<file path="src/rtl/tis_pkg.sv">
// Shared definitions for the stream checker: word type, global state
// encoding, error-counter width and a saturating add for that counter.
// No ports (package).
package tis_pkg;

  localparam int ERRCNT_W  = 16;
  localparam int TIS_WIDTH = 11;

  typedef logic signed [TIS_WIDTH-1:0] word_t;

  typedef enum logic [2:0] {
    ST_IDLE    = 3'd0,
    ST_RUN     = 3'd1,
    ST_PASS    = 3'd2,
    ST_FAIL    = 3'd3,
    ST_TIMEOUT = 3'd4
  } state_t;

  // Adds inc to base, pinning the result at all-ones instead of wrapping.
  function automatic logic [ERRCNT_W-1:0] sat_add_err(
    input logic [ERRCNT_W-1:0] base,
    input logic [ERRCNT_W-1:0] inc
  );
    logic [ERRCNT_W:0] sum;
    sum = {1'b0, base} + {1'b0, inc};
    if (sum[ERRCNT_W]) begin
      sat_add_err = {ERRCNT_W{1'b1}};
    end else begin
      sat_add_err = sum[ERRCNT_W-1:0];
    end
  endfunction

endpackage

</file>
<file path="src/rtl/stream_lane.sv">
// One checker lane: expected-word RAM, programmed length, and the running
// index/complete/mismatch/stopped status of a single output stream.
// Ports:
//   clk, rst_n        : clock, async active-low reset
//   clear             : sync status clear (RAM and length kept)
//   start_run         : IDLE->RUN this cycle; re-arms the lane
//   run               : global state is RUN
//   load_wr/addr/data : expected-word write (already qualified by top)
//   len_wr/load_len   : length write (already qualified by top)
//   rready/data       : producer handshake for this lane
//   read              : word accepted this cycle (combinational)
//   complete/mismatch/stopped : lane status
//   mism_pulse        : accepted word differed from expected
//   index             : index of the word currently expected
module stream_lane
  import tis_pkg::*;
#(
  parameter  int WIDTH            = 11,
  parameter  int DEPTH            = 39,
  parameter  int STOP_ON_MISMATCH = 1,
  localparam int AW               = $clog2(DEPTH),
  localparam int LW               = $clog2(DEPTH + 1)
) (
  input  logic             clk,
  input  logic             rst_n,
  input  logic             clear,
  input  logic             start_run,
  input  logic             run,
  input  logic             load_wr,
  input  logic [AW-1:0]    load_addr,
  input  logic [WIDTH-1:0] load_data,
  input  logic             len_wr,
  input  logic [LW-1:0]    load_len,
  input  logic             rready,
  input  logic [WIDTH-1:0] data,
  output logic             read,
  output logic             complete,
  output logic             mismatch,
  output logic             stopped,
  output logic             mism_pulse,
  output logic [LW-1:0]    index
);

  logic [WIDTH-1:0] mem_r [DEPTH];
  logic [LW-1:0]    len_r;
  logic [LW-1:0]    index_r;
  logic             complete_r;
  logic             mismatch_r;
  logic             stopped_r;

  logic [AW-1:0]    rd_addr_s;
  logic [LW-1:0]    index_inc_s;
  logic             xfer_s;
  logic             differ_s;

  // Handshake and compare against the asynchronously read expected word.
  always_comb begin
    rd_addr_s   = index_r[AW-1:0];
    index_inc_s = index_r + LW'(1);
    xfer_s      = run & rready & ~complete_r & ~stopped_r;
    differ_s    = (data != mem_r[rd_addr_s]);
  end

  // Expected-word RAM; deliberately not reset so data survives rst_n/clear.
  always_ff @(posedge clk) begin
    if (load_wr && (int'(load_addr) < DEPTH)) begin
      mem_r[load_addr] <= load_data;
    end
  end

  // Lane length; oversize requests clamp to DEPTH.
  always_ff @(posedge clk or negedge rst_n) begin
    if (!rst_n) begin
      len_r <= '0;
    end else if (len_wr) begin
      len_r <= (int'(load_len) > DEPTH) ? LW'(DEPTH) : load_len;
    end
  end

  // Lane progress; a zero-length lane is complete as soon as RUN begins.
  always_ff @(posedge clk or negedge rst_n) begin
    if (!rst_n) begin
      index_r    <= '0;
      complete_r <= 1'b0;
      mismatch_r <= 1'b0;
      stopped_r  <= 1'b0;
    end else if (clear) begin
      index_r    <= '0;
      complete_r <= 1'b0;
      mismatch_r <= 1'b0;
      stopped_r  <= 1'b0;
    end else if (start_run) begin
      index_r    <= '0;
      complete_r <= (len_r == LW'(0));
      mismatch_r <= 1'b0;
      stopped_r  <= 1'b0;
    end else if (xfer_s) begin
      index_r <= index_inc_s;
      if (index_inc_s == len_r) begin
        complete_r <= 1'b1;
      end
      if (differ_s) begin
        mismatch_r <= 1'b1;
        stopped_r  <= stopped_r | (STOP_ON_MISMATCH != 0);
      end
    end
  end

  assign read       = xfer_s;
  assign mism_pulse = xfer_s & differ_s;
  assign complete   = complete_r;
  assign mismatch   = mismatch_r;
  assign stopped    = stopped_r;
  assign index      = index_r;

endmodule

</file>
<file path="config.mk">
export PLATFORM = sky130hd
export DESIGN_NAME = stream_lane
export DESIGN_NICKNAME = d
export VERILOG_FILES = /design/src/rtl/tis_pkg.sv /design/src/rtl/stream_lane.sv
export SDC_FILE = /design/constraint.sdc
export NUM_CORES = 1
export LEC_CHECK = 0
export CELL_PAD_IN_SITES_DETAIL_PLACEMENT = 0
export CELL_PAD_IN_SITES_GLOBAL_PLACEMENT = 1
export CORE_ASPECT_RATIO = 2
export CORE_MARGIN = 2
export CORE_UTILIZATION = 53
export DETAILED_ROUTE_END_ITERATION = 7
export GPL_TIMING_DRIVEN = 0
export PLACE_DENSITY = 0.87
export SYNTH_ARGS = -nofsm -noshare
export SYNTH_HDL_FRONTEND = slang
export SYNTH_SLANG_ARGS = --single-unit
</file>
<file path="constraint.sdc">
create_clock -name clk -period 3.6 [get_ports clk]
set_input_delay 0.72 -clock clk [delete_from_list [all_inputs] [get_ports clk]]
set_output_delay 0.72 -clock clk [all_outputs]
set_load 0.01 [all_outputs]
</file>
==> results of run 1 <==
==> cell type report <==
class	count	share of cell area
Inverter	13	0.00249
Sequential cell	443	0.628
Buffer	53	0.0261
Clock buffer	40	0.0445
Multi-Input combinational cell	521	0.229
Clock inverter	24	0.0116
Tap cell	436	0.0259
Timing Repair Buffer	71	0.0325
==> per-stage QoR <==
step	utilization	instances	setup WS [ns]
6_report	0.627	1601	-0.667
5_1_grt	0.627	1601	-0.765
4_1_cts	0.626	1601	-0.607
3_5_place_dp	0.571	1517	-1.30
3_3_place_gp	0.571	1517	-1.27
2_1_floorplan	-	1031	0.481
==> report_power, final <==
group / total, uW / switching, uW / internal [uW]
logic: 465 / 281 / 183
clock network: 3990 / 1750 / 2240
registers: 5700 / 15.6 / 5680
==> registers in the layout (all words and copies together) (netlist names) <==
signal / count
mem_r: 429
index: 6
len_r: 6
complete: 1
stopped: 1
==> worst max-delay path by stage <==
stage / start / endpoint / slack (ns) / cells past startpoint
3_5_place_dp: index[1]$_DFFE_PN0P_ / mism_pulse / -1.30 / 12
2_1_floorplan: index[1]$_DFFE_PN0P_ / mism_pulse / 0.48 / 11
5_1_grt: index[0]$_DFFE_PN0P_ / mism_pulse / -0.77 / 13
6_report: index[0]$_DFFE_PN0P_ / mism_pulse / -0.67 / 12
3_3_place_gp: index[1]$_DFFE_PN0P_ / mism_pulse / -1.27 / 12
4_1_cts: index[0]$_DFFE_PN0P_ / mism_pulse / -0.61 / 11
==> logic make-up after synthesis <==
| family | Yosys count | share of synthesized area |
|---|---|---|
| flops | 443 | 0.728 |
| mux | 172 | 0.136 |
| simple gates | 187 | 0.0508 |
| compound gates | 134 | 0.0510 |
| fa+ha+maj | 1 | 0.000689 |
| xor+xnor | 27 | 0.0130 |
| buf+inv | 67 | 0.0202 |
==> layer usage <==
| metal | part of all wire | global-route usage | vias to the layer above |
|---|---|---|---|
| li1 | - | - | 4334 |
| met1 | 0.33 | 0.339 | 5317 |
| met2 | 0.51 | 0.493 | 638 |
| met3 | 0.070 | 0.0335 | 178 |
| met4 | 0.086 | 0.200 | 0 |
| met5 | 0 | 0 | - |
==> cells in the final DEF, fill, tap and decap left out, drive strengths merged, types with 6 or more instances in the layout <==
cell / instances
a211oi: 10
a21oi: 20
a22oi: 40
and3: 8
buf: 71
clkbuf: 54
clkdlybuf4s50: 38
clkinv: 18
dfrtp: 14
edfxtp: 429
inv: 12
mux2: 6
mux2i: 107
mux4: 59
nand2: 40
nand2b: 9
nand3: 7
nand4: 9
nor2: 62
nor2b: 13
nor3: 9
o21ai: 22
o22ai: 6
or3: 6
xnor2: 17
xor2: 10
==> timing repair <==
action | CTS | global route
setup buffers | 19 | 0
gates cloned | 2 | 0
endpoints found under the setup margin | 2 | 2
hold endpoints to repair | 0 | 0
gates resized for setup | 125 | 11
pin swaps | 11 | 0
==> metrics, run 1 <==
grt ovf=0; min setup slack post-route=-0.667 ns; RSZ-0062 raised after global routing=true; worst-case clock buffer depth=3; maximum VDD drop=293 uV; WS Path Type=reg2out; DRC=0; post-synthesis async set-or-reset flop share=0.0316; IO buf count=50; Tot Pwr=10200 uW; routed vias/inst=~6.5; Worst Skew=roughly 0.013 ns; Final Hold Fails=0; cts hold-fix bufs=0; ANT cells=0; die area=35900 um^2; GRT Util Overall=0.289; FF-to-FF Start=index[0]$_DFFE_PN0P_; Primary FF master, synth=edfxtp_1; Row Count=95; failing checks=setup timing; Mapped Cells=a little over 1000; cell family with the largest share of critical-path delay=simple AND/OR/NAND/NOR gates; Final Cell Area=21100 um^2; setup_tns=-0.667 ns; first-pass GRT wire length=72200 um; R2R depth=12; Sequential cell area=approximately 13000 um^2; WP data arrival=3.55 ns; Initial Util=0.540; gpl congestion=0.933; Max Cap Violations=0; antenna viol nets, final=0; 1st-iter DRT viols=1136; worst hold slack=0.589 ns; Setup-failing EPs final=1; Pwr Density=482 nW/um^2; Die Span Y=266 um; most frequent cells after synthesis=edfxtp_1 (429), mux2i_1 (107), nor2_1 (61); DP HPWL=33400 um; H-tree Lvls=2; TritonRoute pass-1 iters=5; CP Cell Sequence=buf_12 -> buf_16 -> buf_4 -> mux4_2 -> mux2i_1 -> nand2_1 -> a41oi_2 -> o311ai_0 -> nor4_1 -> and4_4 -> nor2b_1 -> buf_2; slew margin rel.=0.0908; Critical Path RT=2.88 ns; post-synth design cell area=18200 um^2; number of global-route vias before repair=10494; number of synthesized flops with an enable pin=429; slack of the worst reg-to-reg path=0.47 ns; area occupied by multi-input gates=4830 um^2; Period minus WS final=4.27 ns; Final period util=1.19; fin. max-slew vios=0; synth unique cells=60; # clock sinks=443; #FFs+latches synth=443; final net count=1182; CP Launch Type=flip-flop; routed wire length=50700 um; latest clock arrival within the worst-skew pair=0.53 ns; worst slew pin tran=1.36 ns; Fillers=2364; Worst path slowest cell=mux4_2; ratio of cells with drive above 1 in the final layout=0.209; crit path max fanout=7; DR WL/cell=31.7 um; CORE AREA=33600 um^2; initial antenna violation count=0; CP bufs+invs=4; critical path endpoint category=output port; warnings from Yosys=0; Synth area leaders=edfxtp_1 (71%), mux4_2 (7.3%), mux2i_1 (5.9%); sequential area share after synthesis=0.728; largest net degree at the start of global routing=40; CTS clk-pin slew, worst paths=roughly 0.07 ns; root buffer cell=clkbuf_16; CP peak stage delay=approximately 0.56 ns; Synth Area per Inst=17.6 um^2; routed via count=roughly 10000; run status=finished, violations left; RR Endpoint=stopped$_DFFE_PN0P_; largest area contributor in the netlist=edfxtp_1; P_leak=about 0.0066 uW; Area after DPL=around 19000 um^2; I/O Pins=53; most frequent cell after synthesis=edfxtp_1; P&R area growth vs syn=16.0%; CTS tree=built; syn nets=1074; worst hold path type=in2async; FMAX=0.234 GHz; CTS buffer count=36; Die W=135 um; post-synth top area share=0.709
No activity file was read; power rests on OpenSTA's default activity.
==> run 2: changes to the inputs <==
--- a/config.mk
+++ b/config.mk
@@ -8,7 +8,6 @@
 export CELL_PAD_IN_SITES_DETAIL_PLACEMENT = 0
 export CELL_PAD_IN_SITES_GLOBAL_PLACEMENT = 1
 export CORE_ASPECT_RATIO = 2
-export CORE_MARGIN = 2
 export CORE_UTILIZATION = 53
 export DETAILED_ROUTE_END_ITERATION = 7
 export GPL_TIMING_DRIVEN = 0
==> run 2 against run 1 <==
Against the previous run: the flow still finishes with violations (setup timing); power fell by 0.81%; non-clock buffer count increased by 11; final cell count grew 0.69%; sequential share of layout area down 0.50 points; global-route usage rose by 1.5 points; setup slack better by 0.055 ns; register-to-register slack barely moved; sequential cell count stayed put; critical path type unchanged; critical endpoint unchanged.
==> metrics, run 2 (synthesized netlist as in run 1, its figures left out) <==
Period minus WS final=4.21 ns; CP bufs+invs=4; die area=35100 um^2; most common cell after layout, fill and taps aside=edfxtp_1; P_leak=0.00665 uW; CTS tree=built; DR WL/cell=32.2 um; P&R area growth vs syn=17.0%; DRC=0; Finished Core Util=0.632; H-tree Lvls=2; WS Path Type=reg2out; slew margin rel.=0.0672; grt ovf=0; 1st-iter DRT viols=1202; number of global-route vias before repair=10522; CP Cell Sequence=buf_12 -> buf_16 -> buf_16 -> mux2i_2 -> a22oi_2 -> a21oi_2 -> a21oi_2 -> a211o_1 -> o41ai_2 -> and4_1 -> nor2b_1 -> buf_2; WP data arrival=3.49 ns; latest clock arrival within the worst-skew pair=between 0.5 and 0.6 ns; critical path endpoint category=output port; FF-to-FF Start=index[0]$_DFFE_PN0P_; R2R depth=13; root buffer cell=clkbuf_16; Worst path slowest cell=dfrtp_2; crit path max fanout=10; ratio of cells with drive above 1 in the final layout=0.219; antenna viol nets, final=0; Largest Register=mem_r; Worst Skew=~0.023 ns; Levels on crit path=12; CORE AREA=approximately 34000 um^2; run status=finished, violations left; Die W=133 um; Hold Path Cell Cnt=2; initial antenna violation count=1; Final period util=1.17; cts hold-fix bufs=0; maximum VDD drop=around 350 uV; most frequent cells in the layout=edfxtp_1 (429), mux2i_1 (93), nor2_1 (61), mux4_2 (59), nand2_1 (40); failing checks=setup timing; IO buf count=50; largest net degree at the start of global routing=40; final net count=1193; worst hold path type=reg2reg; Die Span Y=264 um; routed vias/inst=6.50; RR Endpoint=stopped$_DFFE_PN0P_; gpl congestion=0.957; worst slew pin tran=between 1 and 1.5 ns; min-delay src=stopped$_DFFE_PN0P_; setup_tns=-0.612 ns; RSZ-0062 raised after global routing=true; routed wire length=roughly 52000 um; TritonRoute pass-1 iters=6; max FFs per register=429; DP HPWL=~34000 um; routed via count=around 10000; ANT cells=0; Max Cap Violations=0; fin. max-slew vios=0; Pwr Density=474 nW/um^2; worst-case clock buffer depth=3; post-place setup slack=-1.35 ns; FMAX=0.237 GHz; Initial Util=0.540; CP Launch Type=flip-flop; min setup slack post-route=-0.612 ns; I/O Pins=53; CTS clk-pin slew, worst paths=0.07 ns; Setup-failing EPs final=1; cell family with the largest share of critical-path delay=compound AO/OA/AOI/OAI gates; CP peak stage delay=between 0.4 and 0.5 ns; slack of the worst reg-to-reg path=0.46 ns; hold path endpoint=stopped$_DFFE_PN0P_; # clock sinks=443; CTS buffer count=36; Final Hold Fails=0; first-pass GRT wire length=73800 um; Critical Path RT=2.88 ns; GRT Util Overall=0.304; Row Count=95
run 2: worst max-delay path by stage:
stage | start | endpoint | slack, ns
floorplan | index[1]$_DFFE_PN0P_ | mism_pulse | 0.48
global placement | index[1]$_DFFE_PN0P_ | mism_pulse | -1.34
detailed placement | index[1]$_DFFE_PN0P_ | mism_pulse | -1.35
CTS | index[0]$_DFFE_PN0P_ | mism_pulse | -0.53
global route | index[0]$_DFFE_PN0P_ | mism_pulse | -0.64
finish | index[0]$_DFFE_PN0P_ | mism_pulse | -0.61
run 2: through the flow:
stage                     power, uW  std cells  cell area [um^2]  hold slack (ns)
after floorplan                5990       1031             18200            0.424
after detailed placement       6230       1517             19200            0.537
final                         10100       1612             21200            0.559
after global placement         6210       1517             19200            0.534
after global routing          10300       1612             21200            0.594
after CTS                     10100       1610             21200            0.549
run 2: repair_timing:
| item | 4_1_cts | 5_1_grt |
|---|---|---|
| gates resized for setup | 139 | 17 |
| gates cloned | 2 | 0 |
| setup buffers | 28 | 2 |
| pin swaps | 13 | 3 |
| hold endpoints to repair | 0 | 0 |
| setup endpoints to repair | 2 | 2 |
run 2: layout make-up:
type	instances	area (um^2)
clock buffer	46	960
fill	2305	12400
sequential	443	13200
clock inverter	18	169
multi-input combinational	521	4880
buffer	53	599
timing repair buffer	82	805
inverter	13	53.8
tap	436	546
run 2: tightest hold or removal path, stage by stage (launching register included):
cell and delay (ns):
dfrtp_1 0.40, nand2_1 0.06, o21ai_1 0.06
run 2: per-layer routing:
metal  GRT usage  up-vias  share of wire
met1       0.357     5299           0.34
met4       0.217        2          0.083
li1            -     4368              -
met2       0.518      639           0.51
met5           0        -        0.00023
met3      0.0351      174          0.068
run 2: power by group:
group          internal, uW  switching, uW
logic                   193            285
registers              5680           16.1
clock network          2120           1780
==> run 3: changes to the inputs <==
--- a/config.mk
+++ b/config.mk
@@ -8,7 +8,9 @@
 export CELL_PAD_IN_SITES_DETAIL_PLACEMENT = 0
 export CELL_PAD_IN_SITES_GLOBAL_PLACEMENT = 1
 export CORE_ASPECT_RATIO = 2
+export CORE_MARGIN = 3
 export CORE_UTILIZATION = 53
+export CTS_CLUSTER_SIZE = 20
 export DETAILED_ROUTE_END_ITERATION = 7
 export GPL_TIMING_DRIVEN = 0
 export PLACE_DENSITY = 0.87
==> run 3 against run 2 <==
Against the previous run: first-iteration DRC count is 11% higher; largest power group unchanged; the run still ends with setup timing left; count of clock-buffer cells in the layout is 2 lower; register-to-register slack worse by 0.08 ns; via count is 0.11% lower.
==> metrics, run 3 (synthesized netlist as in run 1, its figures left out) <==
clock group share of total power=0.390; CTS clk-pin slew, worst paths=0.07 ns; cts hold-fix bufs=0; net load switching power=around 2100 uW; initial antenna violation count=1; worst-case clock buffer depth=3; GRT Util Overall=0.290; Die Span Y=between 200 and 300 um; run status=finished, violations left; routed via count=10470; gpl congestion=0.951; worst hold path type=in2async; most frequent cells in the layout=edfxtp_1 (429), mux2i_1 (99), nor2_1 (61), mux4_2 (59); die area=36700 um^2; RSZ-0062 raised after global routing=true; Die W=~140 um; CTS buffer count=37; DR WL/cell=32.0 um; worst slew pin tran=around 1.4 ns; fin. max-slew vios=0; latest clock arrival within the worst-skew pair=0.54 ns; Worst Skew=~0.0091 ns; Pwr Density=473 nW/um^2; max FFs per register=429; Largest Register=mem_r; largest net degree at the start of global routing=40; IO buf count=50; 1st-iter DRT viols=1336; CTS tree=built; root buffer cell=clkbuf_16; WP data arrival=between 3 and 4 ns; setup_tns=-0.682 ns; routed vias/inst=6.45; Finished Core Util=0.635; FF-to-FF Start=index[0]$_DFFE_PN0P_; final net count=1201; Initial Util=0.538; P_leak=0.00673 uW; sw frac=0.209; DRC=0; Max Cap Violations=0; Finished Layout Cells=1623; Period minus WS final=4.28 ns; Final period util=1.19; TritonRoute pass-1 iters=6; post-place setup slack=-1.24 ns; slew margin rel.=0.0523; grt ovf=0; I/O Pins=53; critical path endpoint category=output port; slack of the worst reg-to-reg path=0.38 ns; number of global-route vias before repair=10645; maximum VDD drop=397 uV; DP HPWL=between 30000 and 40000 um; failing checks=setup timing; Setup-failing EPs final=1; CP Launch Type=flip-flop; Critical Path RT=~2.9 ns; # clock sinks=roughly 440; Sequential cell area=13200 um^2; RR Endpoint=stopped$_DFFE_PN0P_; Pint=between 8000 and 9000 uW; FMAX=0.234 GHz; H-tree Lvls=2; ratio of cells with drive above 1 in the final layout=0.230; Sequential Power Share=0.561; min setup slack post-route=-0.682 ns; CORE AREA=33800 um^2; area occupied by multi-input gates=4890 um^2; Row Count=95; R2R depth=15; routed wire length=51900 um; Tot Pwr=10200 uW; Fillers=2320; dpl cells=1518; Final Hold Fails=0; WS Path Type=reg2out; P&R area growth vs syn=18.1%; most common cell after layout, fill and taps aside=edfxtp_1; logic gate share of total power=0.049; first-pass GRT wire length=74400 um; antenna viol nets, final=0; crit path max fanout=6
## run 3: worst max-delay path by stage
stage                               from          to  cells after the start  slack (ns)
floorplan           index[1]$_DFFE_PN0P_  mism_pulse                     11        0.48
global placement    index[1]$_DFFE_PN0P_  mism_pulse                     12       -1.25
detailed placement  index[1]$_DFFE_PN0P_  mism_pulse                     12       -1.24
CTS                 index[0]$_DFFE_PN0P_  mism_pulse                     13       -0.63
global route        index[0]$_DFFE_PN0P_  mism_pulse                     13       -0.71
finish              index[0]$_DFFE_PN0P_  mism_pulse                     14       -0.68
## run 3: power by group through the flow
stage               Sequential (uW)  Clock (uW)  Combinational (uW)
global route                   5690        4230                 515
finish                         5700        3970                 494
detailed placement             5810           0                 413
floorplan                      5800           0                 190
global placement               5810           0                 402
CTS                            5700        3990                 486
## run 3: worst max-delay path, stage by stage, from the launching register on
cell,delay (ns)
dfrtp_2,0.45
buf_6,0.16
buf_16,0.12
buf_16,0.14
buf_12,0.15
buf_12,0.15
mux2i_1,0.19
a22oi_1,0.11
a21oi_2,0.37
a21oi_2,0.09
xor2_1,0.18
o41ai_2,0.39
and4_1,0.30
nor2b_1,0.06
buf_2,0.13
## run 3: layer usage
layer | part of all wire | routed length, um | track usage
met3 | 0.067 | 3470 | 0.0397
met2 | 0.51 | 26500 | 0.486
met5 | 0 | 0 | 0
met4 | 0.079 | 4130 | 0.195
met1 | 0.34 | 17800 | 0.347
## run 3: final cells by class
type | instances | share of cell area
Multi-Input combinational cell | 521 | 0.228
Antenna cell | 1 | 0.000117
Buffer | 52 | 0.0268
Inverter | 13 | 0.00251
Clock buffer | 44 | 0.0464
Timing Repair Buffer | 90 | 0.0448
Sequential cell | 443 | 0.617
Tap cell | 436 | 0.0254
Clock inverter | 23 | 0.00881
## run 3: timing repair
action,4_1_cts,5_1_grt
setup endpoints to repair,2,2
hold endpoints to repair,0,0
setup buffers,29,6
pin swaps,25,11
cloned,4,0
gates resized for setup,154,17
## run 3: metrics by stage
stage / instance area, um^2 / hold slack, ns
after floorplan: 18200 / 0.424
after global placement: 19200 / 0.533
after detailed placement: 19200 / 0.541
after CTS: 21400 / 0.556
after global routing: 21400 / 0.619
final: 21500 / 0.575
